## config.mk

```make
export PLATFORM = sky130hd
export DESIGN_NAME = puf_eval_ctrl
export DESIGN_NICKNAME = d
export VERILOG_FILES = /design/src/rtl/puf_pkg.sv /design/src/rtl/puf_eval_ctrl_sync2.sv /design/src/rtl/puf_eval_ctrl.sv
export SDC_FILE = /design/constraint.sdc
export NUM_CORES = 1
export LEC_CHECK = 0
export CORE_ASPECT_RATIO = 1.75
export CORE_UTILIZATION = 50
export CTS_CLUSTER_DIAMETER = 100
export DETAILED_ROUTE_END_ITERATION = 7
export GPL_TIMING_DRIVEN = 1
export PLACE_DENSITY = 0.74
export SLEW_MARGIN = 15
export SYNTH_ARGS = -nofsm -noshare
export SYNTH_HDL_FRONTEND = slang
export SYNTH_HIERARCHICAL = 1
export SYNTH_SLANG_ARGS = --single-unit
```

## constraint.sdc

```tcl
create_clock -name clk -period 2 [get_ports clk]
set_input_delay 0.3 -clock clk [delete_from_list [all_inputs] [get_ports clk]]
set_output_delay 0.3 -clock clk [all_outputs]
set_load 0.01 [all_outputs]
```

## src/rtl/puf_pkg.sv

```systemverilog
// Shared definitions for the PUF evaluation controller: default sizing and FSM states.
package puf_pkg;

  localparam int PUF_CHAL_W = 8;
  localparam int PUF_NEVAL  = 7;
  localparam int PUF_SETTLE = 4;

  typedef enum logic [2:0] {
    ST_IDLE,
    ST_LAUNCH,
    ST_SETTLE,
    ST_SAMPLE,
    ST_REST,
    ST_DONE
  } puf_state_t;

endpackage

```

## src/rtl/puf_eval_ctrl_sync2.sv

```systemverilog
// Two-flop synchronizer bringing the asynchronous arbiter result into the clk domain.
module sync2 (
  input  logic clk,
  input  logic rst,
  input  logic d,
  output logic q
);

  logic meta;

  // Both stages clear on reset so a stale race result never leaks into a new evaluation.
  always_ff @(posedge clk or posedge rst) begin
    if (rst) begin
      meta <= 1'b0;
      q    <= 1'b0;
    end else begin
      meta <= d;
      q    <= meta;
    end
  end

endmodule

```

## src/rtl/puf_eval_ctrl.sv

```systemverilog
// Drives one challenge into the demux race chain NEVAL times and majority-votes the
// synchronized arbiter results into a response bit plus a stability flag.
module puf_eval_ctrl
  import puf_pkg::*;
#(
  parameter int CHAL_W = PUF_CHAL_W,
  parameter int NEVAL  = PUF_NEVAL,
  parameter int SETTLE = PUF_SETTLE
) (
  input  logic                         clk,
  input  logic                         rst,
  input  logic                         start,
  input  logic [CHAL_W-1:0]            challenge,
  output logic                         launch,
  output logic [CHAL_W-1:0]            sel,
  input  logic                         arb_out,
  output logic                         busy,
  output logic                         done,
  output logic                         response,
  output logic                         stable,
  output logic [$clog2(NEVAL+1)-1:0]   ones_cnt
);

  localparam int CW = $clog2(NEVAL + 1);
  localparam int SW = $clog2(SETTLE + 1);
  localparam logic [CW-1:0] NEVAL_C     = CW'(NEVAL);
  localparam logic [CW-1:0] HALF_C      = CW'(NEVAL / 2);
  localparam logic [SW-1:0] SETTLE_LAST = SW'(SETTLE - 1);

  generate
    if ((NEVAL % 2) == 0 || NEVAL < 1 || SETTLE < 3) begin : g_bad_params
      $error("puf_eval_ctrl: NEVAL must be odd and >= 1, SETTLE must be >= 3");
    end
  endgenerate

  puf_state_t      state_q, state_d;
  logic [CW-1:0]   eval_q, eval_d;
  logic [CW-1:0]   ones_q, ones_d;
  logic [SW-1:0]   settle_q, settle_d;
  logic [CHAL_W-1:0] sel_d;
  logic            arb_sync;

  sync2 u_sync (
    .clk (clk),
    .rst (rst),
    .d   (arb_out),
    .q   (arb_sync)
  );

  // Sequencing: LAUNCH -> SETTLE x SETTLE -> SAMPLE -> (REST -> LAUNCH | DONE).
  always_comb begin
    state_d  = state_q;
    eval_d   = eval_q;
    ones_d   = ones_q;
    settle_d = settle_q;
    sel_d    = sel;
    case (state_q)
      ST_IDLE: begin
        if (start) begin
          state_d = ST_LAUNCH;
          sel_d   = challenge;
          eval_d  = '0;
          ones_d  = '0;
        end
      end
      ST_LAUNCH: begin
        state_d  = ST_SETTLE;
        settle_d = '0;
      end
      ST_SETTLE: begin
        if (settle_q == SETTLE_LAST) state_d = ST_SAMPLE;
        else                         settle_d = settle_q + 1'b1;
      end
      ST_SAMPLE: begin
        eval_d  = eval_q + 1'b1;
        ones_d  = ones_q + CW'(arb_sync);
        state_d = (eval_d == NEVAL_C) ? ST_DONE : ST_REST;
      end
      ST_REST:  state_d = ST_LAUNCH;
      ST_DONE:  state_d = ST_IDLE;
      default:  state_d = ST_IDLE;
    endcase
  end

  always_ff @(posedge clk or posedge rst) begin
    if (rst) begin
      state_q  <= ST_IDLE;
      eval_q   <= '0;
      ones_q   <= '0;
      settle_q <= '0;
      sel      <= '0;
    end else begin
      state_q  <= state_d;
      eval_q   <= eval_d;
      ones_q   <= ones_d;
      settle_q <= settle_d;
      sel      <= sel_d;
    end
  end

  // Outputs are registered from the next state; the vote uses the count including the final sample.
  always_ff @(posedge clk or posedge rst) begin
    if (rst) begin
      launch   <= 1'b0;
      busy     <= 1'b0;
      done     <= 1'b0;
      response <= 1'b0;
      stable   <= 1'b0;
      ones_cnt <= '0;
    end else begin
      launch <= (state_d == ST_LAUNCH);
      busy   <= (state_d != ST_IDLE);
      done   <= (state_d == ST_DONE);
      if (state_q == ST_SAMPLE && state_d == ST_DONE) begin
        response <= (ones_d > HALF_C);
        stable   <= (ones_d == '0) || (ones_d == NEVAL_C);
        ones_cnt <= ones_d;
      end
    end
  end

endmodule

```

==> results.toml <==
[clock_tree]
numCtsBuffers = 5
ctsRootBufferMaster = "clkbuf_8"
cts.sinks = 30
path_clk_slew_ns = 0.05
cts_max_level = 2
clockBufferDepth = 2
cts_setup_buffers = 0
cts_hold_buffers = 0
cts_tree = "built"
cts.repair.resized = 0
insertion_delay_ns = 0.27

[route]
vias = 945
vias_per_cell = 5.49
dr.pass1.iters = 4
ant_nets = 0
route.detailed.wl_per_inst_um = 14.0
finalWirelength_um = 2400
drc_errors = 0
dr.first_iter.drc_count = 25

[yosys]
ys_seq_area_frac = 0.553
yosysMostFrequentCell = "dfrtp_1"
synth.largest_area_cell = "dfrtp_1"
synth_commonest_cells = "dfrtp_1 (30), mux2_2 (10), nor2_1 (10), o21ai_0 (10), inv_1 (9)"
yosys_warnings = 6
synth.cell_area_sq_um = 1360
async_flop_share = 1.00
ys.flop_type = "dfrtp_1"
syn_nets = 130
synthDistinctLibCells = 30
synth_area_per_cell_sq_um = 12.1
ys_seq_elements = 30
yosysTopAreaCellShare = 0.553
synthCells = 112
synth_area_leaders = "dfrtp_1 (55%), mux2_2 (8.3%), ha_1 (5.5%)"
synth_edf_count = 0

[global_routing]
grt.total_usage = 0.204
grt_max_degree = 23
grt_first_pass_wirelength_um = 3950
grt-ovfl-total = 0
antenna_found_initial = 0
grt_pass1_vias = 985

[die]
die_y_um = 70.9
placementRows = 24
initial_utilization = 0.538
core_area_sq_um = 2520
ios = 28
die-width_um = 41.4
design.die.area_sq_um = 2940

[sta]
finalClockSkew_ns = 0.00301
max_freq_mhz = 567
fin_ws_ns = 0.236
worstMarginPinSlew_ns = 0.324
finalHoldViolCount = 0
setup_viol = 0
slew_violations = 0
layout_min_cycle_time_ns = 1.76
fin_crit_sh = 0.882
rsz0062_at_grt = "no"
setup-tns-final_ns = 0
slew_headroom = 0.784

[final_layout]
area_growth_pct = 27.0
nets = 164
drive_above_1_share = 0.185
final_cell_area_sq_um = 1720
antenna_cells = 0

[min_path]
worstHoldPathType = "input pin to async pin"

[power]
vdd_drop_max_mv = 0.774
power_density_nw_per_um2 = 1410
p_leak_nw = 0.807

[setup_path]
end_kind = "flip-flop"
critPathMaxFanout = 9
cp.arrival_ns = 1.92
critical_path_class = "flip-flop to flip-flop"
cp-start-kind = "flip-flop"
critPathRequiredTime_ns = 2.15

[placed_design]
detailed_place_hpwl_um = 1840
placed_area_sq_um = 1650
dpl_worst_slack_ns = 0.107
gp_congestion = 0.688
port_buffers = 27

[flow_run]
maxCapViolations = 0

[run_status]
status = "finished clean"
-- kinds of logic after synthesis --
| kind of cell | count (synthesis) | synth area share |
|---|---|---|
| buffers and inverters | 14 | 0.0617 |
| adder cells (fa/ha/maj) | 6 | 0.0553 |
| flip-flops | 30 | 0.553 |
| AND/OR/NAND/NOR | 29 | 0.123 |
| XOR/XNOR | 2 | 0.0129 |
| multiplexers | 11 | 0.0903 |
| AO/OA/AOI/OAI | 20 | 0.104 |
-- critical path, cell delays in order, from the launching register on --
cell	delay [ns]
dfrtp_1	0.41
nor2b_4	0.18
nand2_2	0.13
inv_1	0.17
and3_1	0.37
mux2_2	0.37
-- cell usage in the layout, fill, tap and decap left out, types with 2 or more instances in the layout --
| master | count |
|---|---|
| ha_1 | 6 |
| mux2_2 | 10 |
| buf_4 | 5 |
| a21oi_1 | 4 |
| inv_1 | 9 |
| or3_1 | 2 |
| o21ai_0 | 10 |
| nand2_1 | 7 |
| clkbuf_1 | 2 |
| clkdlybuf4s50_1 | 27 |
| nor2_1 | 10 |
| dfrtp_1 | 30 |
| clkbuf_8 | 5 |
-- worst paths after layout --
check / start / slack, ns / to / cells after the start
max in group asynchronous: rst / 1.14 / sel[2] / 3
min: rst / 0.24 / u_sync/meta / 2
min in group clk: u_sync/meta / 0.35 / u_sync/q / 0
max: state_q[2] / 0.24 / ones_cnt[0] / 5
min reg2reg: u_sync/meta / 0.35 / u_sync/q / 0
max reg2reg: state_q[2] / 0.24 / ones_cnt[0] / 5
-- power by group --
group          switching [mW]  internal (mW)
registers               0.137          0.813
clock network           0.189          0.238
logic                   0.479          0.571
total                   0.805           1.62
-- routing by layer --
layer / wire (um) / GRT usage
met2: 1380 / 0.356
met1: 859 / 0.182
met5: 0 / 0
met3: 127 / 0.0846
met4: 38 / 0.0968
-- sequential cells by signal, indices dropped and copies added (netlist names) --
register     cells
busy             1
done             1
eval_q           3
launch           1
ones_cnt         3
ones_q           3
response         1
sel              8
settle_q         3
stable           1
state_q          3
u_sync/meta      1
u_sync/q         1
-- area by class of cell --
class	count	area, sq um
multi-input cells	68	523
inverters	9	33.8
clock buffers	7	76.3
repair buffers	32	308
well taps	26	32.5
fillers	204	798
flip-flops and latches	30	751
-- stage by stage --
stage,hold slack [ns],total power [mW],util,instances
3_3_place_gp,0.337,1.97,0.653,165
4_1_cts,0.233,2.47,0.684,172
3_5_place_dp,0.337,2.02,0.653,165
5_1_grt,0.240,2.62,0.684,172
6_report,0.235,2.43,0.684,172
2_1_floorplan,0.0412,1.64,-,112
No activity file was read; power rests on OpenSTA's default activity.
==> RTL change 1 (same flow settings) <==
Set the package constant `PUF_SETTLE` to 8 (it was 4).
--- a/src/rtl/puf_pkg.sv
+++ b/src/rtl/puf_pkg.sv
@@ -3,7 +3,7 @@
 
   localparam int PUF_CHAL_W = 8;
   localparam int PUF_NEVAL  = 7;
-  localparam int PUF_SETTLE = 4;
+  localparam int PUF_SETTLE = 8;
 
   typedef enum logic [2:0] {
     ST_IDLE,
Function: changed (Yosys sat finds a counterexample within 10 cycles, from zero or initial values and one cycle with rst high).
==> RTL change 1 against the unedited design <==
  * Sequential share of layout area is 0.43 points lower
  * Sequential power is 6% higher
  * Power is 3.4% higher
  * Worst setup slack worse by 100 ps
  * Synthesized cell count is 3.6% higher
  * Synthesized area is 0.55% higher
  * Routed wire length is 20% higher
  * Sequential cell count is 1 higher
  * Design area is 4.4% higher
  * Critical path type unchanged
  * Largest power group unchanged
==> RTL change 1: results (changes against the unedited design) <==
* **run status** completed
* **vias in the first global route** 1103, +12%
* **Leakage** 0.848 nW, +5.0%
* **parity-gate share of the synthesized area counting xor and xnor cells** 1.92%, +0.63 points
* **CTS Buffer Depth** 2, unchanged
* **largest net degree at the start of global routing** 18, -22%
* **Worst Tran Pin Value** 459 ps, +134 ps
* **Synth Area in Compound Gates** 8.62%, -1.8 points
* **Detail Placement HPWL** 2170 µm, +18%
* **maximum ir drop on the vdd rail** 857 µV, +11%
* **Post-CTS Resized** 0, unchanged
* **skew final** 2.05 ps, -0.966 ps
* **nets** 173, +5.5%
* **RePlAce Congestion** 0.783, +14%
* **switching power as a share of total power** 34.6%, +1.4 points
* **worst-skew pair later-pin latency** 280 ps
* **Post-Synth Adder-Cell Area** 4.58%, -0.95 points
* **pre-CTS WS** -99.3 ps, -207 ps
* **relative contribution of combinational cells to total power** 41.4%, -1.8 points
* **cts hold-fix bufs** 0, unchanged
* **NetSw** 868 µW, +7.8%
* **Tot GR Track Use** 22.6%, +2.2 points
* **distinct cell type count of the synthesized netlist** 29, -3.3%
* **wirelength, routed** 2880 µm, +20%
* **sequential fraction of the synthesis area** 56.8%, +1.5 points
* **Top Registers** sel x8, settle_q x4
* **warnings from Yosys** 6, unchanged
* **number of port buffers** 27, unchanged
* **maximum net fanout on the critical path** 7, -2
* **cell area reported after detailed placement** 1720 µm², +4.3%
* **HP Class** in -> async
* **sequential power** 1.01 mW, +6%
* **number of diodes added for antenna fixing** 0, unchanged
* **first-pass GRT wire length** 4880 µm, +24%
* **antenna violations before repair** 0, unchanged
* **async set-reset flop share out of synthesis** 100%, unchanged
* **first-pass detailed-route iteration total** 4, unchanged
* **number of CTS-inserted buffers** 5, unchanged
* **number of violations reported at the end of detailed-routing iteration 0** 26, +4.0%
* **share of cell area taken by muxes after synthesis** 8.98%, -0.050 points
* **most used standard cells in the synthesized netlist** 31 x sky130_fd_sc_hd__dfrtp_1, 12 x sky130_fd_sc_hd__nor2_1, 10 x sky130_fd_sc_hd__mux2_2, 10 x sky130_fd_sc_hd__o21ai_0
* **synthesized net count** 133, +2.3%
* **vias after detailed routing** 1023, +8.3%
* **root buffer cell** sky130_fd_sc_hd__clkbuf_8
* **fraction of final layout cells sized beyond drive strength 1** 19.7%, +1.3 points
* **post-CTS setup buffer count** 0, unchanged
* **endpoint arrival time on the critical path** 2080 ps, +160 ps
* **clock-pin slew of the registers on the worst-case setup and hold paths** 60 ps
* **synth top area cells** sky130_fd_sc_hd__dfrtp_1 57%, sky130_fd_sc_hd__mux2_2 8.2%, sky130_fd_sc_hd__ha_1 4.6%
* **number of nets still failing antenna checks after routing** 0, unchanged
* **H-tree levels** 2, unchanged
==> RTL change 1: worst paths after layout <==
kind | start | endpoint | slack (ps) | cells past startpoint
hold reg to reg | u_sync/meta | u_sync/q | 370 | 0
max in group asynchronous | rst | settle_q[2] | 1430 | 3
hold / removal | rst | u_sync/q | 190 | 2
min in group clk | u_sync/meta | u_sync/q | 370 | 0
setup / recovery | state_q[2] | stable | 130 | 7
setup reg to reg | state_q[2] | stable | 130 | 7
==> RTL change 1: final cells by class <==
cell class | instances | area, µm²
Clock inverter | 1 | 5.00
Fill cell | 180 | 753
Sequential cell | 31 | 776
Timing Repair Buffer | 37 | 345
Multi-Input combinational cell | 74 | 538
Tap cell | 26 | 32.5
Clock buffer | 7 | 76.3
Inverter | 7 | 26.3
==> RTL change 1: critical path, cell delays in order, from the launching register on <==
cell and delay [ps]:
sky130_fd_sc_hd__dfrtp_1 470, sky130_fd_sc_hd__nor2b_4 220, sky130_fd_sc_hd__nand2_1 170, sky130_fd_sc_hd__inv_1 190, sky130_fd_sc_hd__a311oi_2 140, sky130_fd_sc_hd__or3_1 350
sky130_fd_sc_hd__and3_1 180, sky130_fd_sc_hd__nor2_1 80
==> RTL change 1: layer usage <==
layer / global-route usage (%) / wire, µm / vias up
li1: - / - / 475
met1: 24.9 / 1080 / 506
met2: 37.8 / 1610 / 36
met3: 7.40 / 117 / 6
met4: 12.2 / 70 / 0
met5: 0 / 0 / -
==> RTL change 1: metrics by stage <==
step	utilization [%]	cells	hold WS, ps
floorplan	-	116	41.2
global placement	67.3	175	334
detailed placement	67.3	175	346
CTS	70.5	183	178
global route	70.5	183	196
finish	70.5	183	188
==> RTL change 2 (same settings) <==
Without the edit above. The 6 states of `puf_state_t` get a Gray code encoding in 3 bits.
--- a/src/rtl/puf_pkg.sv
+++ b/src/rtl/puf_pkg.sv
@@ -6,12 +6,12 @@
   localparam int PUF_SETTLE = 4;
 
   typedef enum logic [2:0] {
-    ST_IDLE,
-    ST_LAUNCH,
-    ST_SETTLE,
-    ST_SAMPLE,
-    ST_REST,
-    ST_DONE
+    ST_IDLE   = 3'b000,
+    ST_LAUNCH = 3'b001,
+    ST_SETTLE = 3'b011,
+    ST_SAMPLE = 3'b010,
+    ST_REST   = 3'b110,
+    ST_DONE   = 3'b111
   } puf_state_t;
 
 endpackage
Behaviour: same outputs for any inputs over 10 cycles, from zero or initial values and one cycle with rst high; not proved beyond that.
==> RTL change 2 against the unedited design <==
  * Routed wire length rose by 0.87%
  * Fmax fell by 7.5%
  * Sequential cell count did not move
  * Power rose by 12%
  * Synthesized area fell by 6.4%
  * Clock power rose by 16%
  * Die area fell by 6.1%
  * Worst setup slack got worse by 140 ps
  * Design area fell by 1.2%
==> RTL change 2: results (changes against the unedited design) <==
* **sequential fraction of the synthesis area** 59.1%, +3.8 points
* **skew final** 3.23 ps, +0.217 ps
* **number of CTS-inserted buffers** 5, unchanged
* **fraction of final layout cells sized beyond drive strength 1** 12.6%, -5.9 points
* **parity-gate share of the synthesized area counting xor and xnor cells** 0.689%, -0.60 points
* **startpoint of the worst register-to-register path** ones_q[0]
* **power share of the clock group** 18.3%, +0.7 points
* **most used standard cells in the synthesized netlist** 30 x sky130_fd_sc_hd__dfrtp_1, 28 x sky130_fd_sc_hd__nand2_1, 11 x sky130_fd_sc_hd__inv_1
* **Max stage delay on crit path** 570 ps, +160 ps
* **Worst Tran Pin Value** 414 ps, +89.3 ps
* **largest net degree at the start of global routing** 24, +4.3%
* **synthesized net count** 137, +5.4%
* **share of cell area taken by muxes after synthesis** 2.56%, -6.5 points
* **distinct cell type count of the synthesized netlist** 25, -17%
* **run status** completed
* **internal power** 1.76 mW, +8.8%
* **synth top area cells** sky130_fd_sc_hd__dfrtp_1 59%, sky130_fd_sc_hd__nand2_1 8.3%, sky130_fd_sc_hd__ha_1 5.9%
* **Detail Placement HPWL** 1850 µm, +0.66%
* **FF-to-FF setup slack** 90 ps, -140 ps
* **Vias per Instance** 5.28, -3.9%
* **vias in the first global route** 982, -0.30%
* **Register-to-Register Path Depth** 8, +3
* **first-pass GRT wire length** 3910 µm, -0.86%
* **pre-CTS WS** 40.8 ps, -66.5 ps
* **sequential power** 1.05 mW, +11%
-- RTL change 2: worst max path at each step --
stage                          start  endpoint  slack, ps  cells after the start
after floorplan           state_q[2]    stable        150                      6
after global placement         start    stable         90                      6
after detailed placement       start    stable         40                      6
after CTS                  ones_q[0]    stable         80                      8
after global routing       ones_q[0]    stable          2                      8
final                      ones_q[0]    stable         90                      8
-- RTL change 2: what timing repair did --
| action | 4_1_cts | 5_1_grt |
|---|---|---|
| setup endpoints to repair | 0 | 1 |
| gates resized for setup | 0 | 0 |
| endpoints found under the hold margin | 0 | 0 |
-- RTL change 2: worst max-delay path: cells and delay by family (launching register included) --
kind	cells	cell delay (ps)
fa+ha+maj	2	310
flops	1	350
compound gates	3	410
simple gates	2	640
buf+inv	1	120
-- RTL change 2: through the flow --
step                      area, µm²  total power [mW]  std cells  utilization, %  hold slack [ps]
final                          1700              2.72        184            72.2              194
after global routing           1700              2.92        184            72.2              236
after CTS                      1700              2.75        184            72.2              191
after detailed placement       1610              2.24        176            68.3              337
after global placement         1610              2.19        176            68.3              338
after floorplan                1270              1.68        119               -             41.2
-- RTL change 2: area by class of cell --
class                           instances  area, µm²
Multi-Input combinational cell         75        459
Inverter                               11       41.3
Clock buffer                            7       86.3
Fill cell                             188        656
Sequential cell                        30        751
Tap cell                               25       31.3
Timing Repair Buffer                   35        330
Clock inverter                          1       5.00
-- RTL change 2: per-layer routing --
| layer | vias to the layer above | GRT usage [%] | share of wire, % |
|---|---|---|---|
| met5 | - | 0 | 0 |
| met4 | 0 | 11.6 | 2.3 |
| met3 | 6 | 7.05 | 5.1 |
| met2 | 28 | 39.7 | 55 |
| met1 | 465 | 19.1 | 38 |
| li1 | 472 | - | - |
